File: config.mk
export PLATFORM = sky130hd
export DESIGN_NAME = mmio_bus_decoder
export DESIGN_NICKNAME = d
export VERILOG_FILES = /design/src/rtl/mmio_bus_decoder.sv
export SDC_FILE = /design/constraint.sdc
export NUM_CORES = 1
export LEC_CHECK = 0
export BUFFER_PORTS_ARGS = -buffer_cell sky130_fd_sc_hd__clkbuf_2
export CELL_PAD_IN_SITES_DETAIL_PLACEMENT = 0
export CELL_PAD_IN_SITES_GLOBAL_PLACEMENT = 1
export CORE_MARGIN = 10
export CORE_UTILIZATION = 29
export DETAILED_ROUTE_END_ITERATION = 16
export PLACE_DENSITY_LB_ADDON = 0.1
export SYNTH_ARGS = -nofsm -noshare
export SYNTH_HDL_FRONTEND = slang
export SYNTH_SLANG_ARGS = --single-unit
File: constraint.sdc
create_clock -name clk -period 1.9 [get_ports clk]
set_input_delay 0.38 -clock clk [delete_from_list [all_inputs] [get_ports clk]]
set_output_delay 0.38 -clock clk [all_outputs]
set_load 0.005 [all_outputs]
File: src/rtl/mmio_bus_decoder.sv
// MMIO address decoder with a select/ready bus handshake to N peripheral regions.
// Optional access watchdog enabled by defining MMIO_TIMEOUT_EN.
module mmio_bus_decoder #(
  parameter int unsigned ADDR_WIDTH     = 32,
  parameter int unsigned DATA_WIDTH     = 32,
  parameter int unsigned NUM_SLAVES     = 2,
  parameter int unsigned REGION_BITS    = 8,
  parameter logic [NUM_SLAVES*ADDR_WIDTH-1:0] BASE_ADDRS = {32'h1001_0100, 32'h1001_0000},
  parameter int unsigned TIMEOUT_CYCLES = 16
) (
  input  logic                             clk,
  input  logic                             reset,
  input  logic                             cpu_req,
  input  logic                             cpu_we,
  input  logic [ADDR_WIDTH-1:0]            cpu_addr,
  input  logic [DATA_WIDTH-1:0]            cpu_wdata,
  output logic [DATA_WIDTH-1:0]            cpu_rdata,
  output logic                             cpu_ack,
  output logic                             cpu_err,
  output logic                             busy,
  output logic [NUM_SLAVES-1:0]            slv_sel,
  output logic                             slv_we,
  output logic [REGION_BITS-1:0]           slv_addr,
  output logic [DATA_WIDTH-1:0]            slv_wdata,
  input  logic [NUM_SLAVES*DATA_WIDTH-1:0] slv_rdata,
  input  logic [NUM_SLAVES-1:0]            slv_ready
);

  localparam int unsigned IDX_W = (NUM_SLAVES > 1) ? $clog2(NUM_SLAVES) : 1;

  if (NUM_SLAVES < 1 || TIMEOUT_CYCLES < 1 || REGION_BITS >= ADDR_WIDTH) begin : gBadParams
    $error("mmio_bus_decoder: illegal parameter combination");
  end

  typedef enum logic [1:0] {
    IDLE,
    ACCESS,
    ERROR,
    DONE
  } stateT;

  stateT                  state;
  logic [IDX_W-1:0]       idx;

  logic                   hitValid;
  logic [IDX_W-1:0]       hitIdx;
  logic [NUM_SLAVES-1:0]  hitOneHot;
  logic                   selReady;
  logic [DATA_WIDTH-1:0]  selRdata;
  logic                   timedOut;

  // First matching region in index order wins when regions overlap.
  always_comb begin
    hitValid  = 1'b0;
    hitIdx    = '0;
    hitOneHot = '0;
    for (int unsigned i = 0; i < NUM_SLAVES; i++) begin
      if (!hitValid &&
          cpu_addr[ADDR_WIDTH-1:REGION_BITS] ==
          BASE_ADDRS[i*ADDR_WIDTH+REGION_BITS +: ADDR_WIDTH-REGION_BITS]) begin
        hitValid     = 1'b1;
        hitIdx       = IDX_W'(i);
        hitOneHot[i] = 1'b1;
      end
    end
  end

  always_comb begin
    selReady = 1'b0;
    selRdata = '0;
    for (int unsigned i = 0; i < NUM_SLAVES; i++) begin
      if (idx == IDX_W'(i)) begin
        selReady = slv_ready[i];
        selRdata = slv_rdata[i*DATA_WIDTH +: DATA_WIDTH];
      end
    end
  end

`ifdef MMIO_TIMEOUT_EN
  localparam int unsigned TMR_W = $clog2(TIMEOUT_CYCLES + 1);

  logic [TMR_W-1:0] accCnt;

  // Held at zero outside ACCESS, so every access starts counting from zero.
  always_ff @(posedge clk) begin
    if (!reset || state != ACCESS) begin
      accCnt <= '0;
    end else begin
      accCnt <= accCnt + TMR_W'(1);
    end
  end

  assign timedOut = (accCnt == TMR_W'(TIMEOUT_CYCLES - 1));
`else
  assign timedOut = 1'b0;
`endif

  always_ff @(posedge clk) begin
    if (!reset) begin
      state     <= IDLE;
      idx       <= '0;
      cpu_rdata <= '0;
      cpu_ack   <= 1'b0;
      cpu_err   <= 1'b0;
      busy      <= 1'b0;
      slv_sel   <= '0;
      slv_we    <= 1'b0;
      slv_addr  <= '0;
      slv_wdata <= '0;
    end else begin
      cpu_ack <= 1'b0;
      cpu_err <= 1'b0;
      unique case (state)
        IDLE: begin
          if (cpu_req) begin
            slv_we    <= cpu_we;
            slv_addr  <= cpu_addr[REGION_BITS-1:0];
            slv_wdata <= cpu_wdata;
            idx       <= hitIdx;
            busy      <= 1'b1;
            if (hitValid) begin
              slv_sel <= hitOneHot;
              state   <= ACCESS;
            end else begin
              state   <= ERROR;
            end
          end
        end
        ACCESS: begin
          // Ready is checked before the watchdog so a last-cycle ready still completes.
          if (selReady) begin
            cpu_rdata <= slv_we ? '0 : selRdata;
            cpu_ack   <= 1'b1;
            slv_sel   <= '0;
            state     <= DONE;
          end else if (timedOut) begin
            cpu_rdata <= '0;
            cpu_ack   <= 1'b1;
            cpu_err   <= 1'b1;
            slv_sel   <= '0;
            state     <= DONE;
          end
        end
        ERROR: begin
          cpu_rdata <= '0;
          cpu_ack   <= 1'b1;
          cpu_err   <= 1'b1;
          state     <= DONE;
        end
        DONE: begin
          busy  <= 1'b0;
          state <= IDLE;
        end
        default: state <= IDLE;
      endcase
    end
  end

endmodule
==> summary.md <==
| Metric | Value |
|---|---|
| Status | finished clean |
| Antenna cells | 0 |
| Row count | 39 |
| Syn Inst Count | 415 |
| Design area | 4862 sq um |
| Switching power | 2.159 mW |
| Pleak | 2.226 nW |
| Post-synth ARST share | 0% |
| Die height | 127.8 microns |
| Port bufs | 211 |
| Post-synthesis mux area share | 10.92% |
| Core footprint | 11420 sq um |
| Placed inst area | 4584 sq um |
| Routed vias/inst | 4.589 |
| Cell Int Power | 4.016 mW |
| Clock transition at path regs | 0.06 ns |
| Critical Path RT | 2.11 ns |
| DRT Pass-1 Iters | 4 |
| Hold_buf cts | 0 |
| Largest family of logic cells by synthesized area | simple AND/OR/NAND/NOR gates |
| Final Hold Violating Endpoints | 0 |
| Slew of the pin with the lowest slew margin | 0.5321 ns |
| P&R area growth vs syn | 44.30% |
| Reg-to-Reg Start | state[1]$_SDFFE_PN0P_ |
| Net count, final | 752 |
| Vias in the first global route | 3501 |
| Cell variety after synth | 24 |
| Post-CTS Resized | 0 |
| Slew margin rel. | 64.53% |
| GRT Total Usage | 13.38% |
| Total CTS buffers | 9 |
| Starting density of the core | 29.51% |
| Total negative slack | 0 ns |
| CTS tree | yes |
| Combinational share of power | 36.9% |
| Synth Flop Type | dfxtp_1 |
| DRT antenna net count | 0 |
| GP Congestion | 0.7416 |
| Critical R2R Capture | cpu_rdata[8]$_SDFFE_PN0P_ |
| Io pins | 212 |
| Most frequent cells in the layout | clkbuf_2, nand2_1, dfxtp_1, a21oi_1, nor2_1 |
| H-tree depth | 3 |
| CTS sink count | 81 |
| HPWL after detailed placement | 8750 microns |
| Power density over the cells | 1270 nW/um^2 |
| Switching share of power | 34.96% |
| Largest net degree at the start of global routing | 76 |
| CTS Root Cell | clkbuf_16 |
| Hold Path Origin | cpu_wdata[21] |
| Yosys warns | 0 |
| Syn_nets | 554 |
| Hold Path Stages | 3 |
| Flops & latches, synth | 81 |
| First-pass GRT wire length | 17800 microns |
| Final slew viol count | 0 |
| DR WL/cell | 14.97 microns |
| EDFF count, synth | 0 |
| Finish-stage setup viols | 0 |
| Hold endpoint | slv_wdata[21]$_SDFFE_PN0P_ |
| Post-Synth Simple-Gate Area | 21.61% |
| Post-layout util | 42.58% |
| Share of cells above drive strength 1 | 38.35% |
| Total die area | 16330 sq um |
| Total of max-cap violations | 0 |
| Final min period | 1.680 ns |
| Skew-Pair Late Insertion Delay | 0.33 ns |
| Synth Area in XOR/XNOR | 0% |
| Worst EP arrival | 1.89 ns |
| Avg Cell Area, Syn | 8.119 sq um |
| Die width | 127.8 microns |
| Most common cell after layout, fill and taps aside | clkbuf_2 |
| Crit share post-route | 88.41% |
| Reg2Reg Depth | 7 |
| Final WL | 11390 microns |
| Worst setup SP type | flop |
| Synth Area in Adders | 1.857% |
| GRT overflow | 0 |
| IR drop worst, VDD | 0.0006349 V |
| Initial DRC Count | 133 |
| Hold crit path type | in2reg |
| Fmax | 0.5953 GHz |
| Setup Fix Bufs, Post-CTS | 0 |
| Crit path capture type | flop |
| Initial antenna violation count | 0 |
| RSZ-0062 raised after global routing | no |
| Reg power frac | 37.2% |
| Max Fanout on Critical Path | 34 |
| Post-Syn Area | 3369 sq um |
| Fin Hold WS | 0.2634 ns |
| Setup CP Type | reg2reg |
| Max clock buf depth | 2 |
| # DRC | 0 |
| Compound-Gate Fraction of Synth Area | 12.89% |
| Via Count | 3492 |
| Clock network fraction of total power | 26.0% |
| Seq/Total Area, Yosys | 48.12% |
| Skew final | 0.003045 ns |
| R2r setup slk | 0.22 ns |
[area by class of cell]
class	count	area [sq um]
Clock buffer	13	260.3
Clock inverter	3	15.01
Fill cell	1221	6556
Inverter	5	18.77
Multi-Input combinational cell	298	1595
Sequential cell	81	1623
Tap cell	143	178.9
Timing Repair Buffer	218	1171
[worst max path at each step]
| stage | from | end | slack, ns | cells after the start |
|---|---|---|---|---|
| finish | state[1]$_SDFFE_PN0P_ | cpu_rdata[8]$_SDFFE_PN0P_ | 0.22 | 7 |
| global route | state[1]$_SDFFE_PN0P_ | cpu_rdata[30]$_SDFFE_PN0P_ | 0.07 | 7 |
| CTS | state[0]$_SDFFE_PN0P_ | cpu_rdata[21]$_SDFFE_PN0P_ | 0.12 | 6 |
| detailed placement | state[0]$_SDFFE_PN0P_ | cpu_rdata[23]$_SDFFE_PN0P_ | 0.12 | 6 |
| global placement | state[0]$_SDFFE_PN0P_ | cpu_rdata[19]$_SDFFE_PN0P_ | 0.19 | 6 |
| floorplan | state[0]$_SDFFE_PN0P_ | cpu_rdata[0]$_SDFFE_PN0P_ | 0.29 | 8 |
[routing by layer]
metal	share of wire, %	track usage (%)	up-vias
li1	-	-	1793
met1	40	14.32	1562
met2	49	22.49	122
met3	9.5	6.121	15
met4	1.6	5.232	0
met5	0	0	-
[cells by family after synthesis]
family,count (synthesis)
compound gates,85
fa+ha+maj,5
buf+inv,36
flops,81
mux,35
simple gates,173
[power by group through the flow]
stage	clock network [mW]	logic [mW]	registers, mW
after detailed placement	0	2.33	2.33
after floorplan	0	1.31	2.36
final	1.60	2.28	2.30
after global routing	1.74	2.58	2.35
after CTS	1.67	2.33	2.30
after global placement	0	2.31	2.32
[critical path, stage by stage (launching register included)]
cell and delay (ns):
dfxtp_1 0.33, inv_1 0.13, ha_1 0.27, mux2i_4 0.34
buf_12 0.22, nor3_1 0.08, a21oi_1 0.13, nor2_1 0.05
[Yosys cell counts (all sizes together), types with 3 or more instances]
cell    instances  share of area [%]
nand2          89                9.9
dfxtp          81                 48
a21oi          78                 12
nor2           37                4.1
mux2i          34                 10
nor3           33                4.9
clkbuf         20                2.2
buf            11                1.8
ha              5                1.9
inv             5               0.56
and2            3               0.56
nor4            3               0.56
o22ai           3               0.56
[per-stage QoR]
step	worst slack [ns]	power [mW]	cells
global route	0.06912	6.668	761
floorplan	0.2889	3.671	415
detailed placement	0.1248	4.659	745
CTS	0.1176	6.300	761
finish	0.2201	6.175	761
global placement	0.1871	4.627	745
[registers in the layout, summed over array words and instances (netlist names)]
name       flops
busy           1
cpu_ack        1
cpu_err        1
cpu_rdata     32
idx            1
slv_addr       8
slv_sel        2
slv_wdata     32
slv_we         1
state          2
Power figures use the tool's default switching activity.
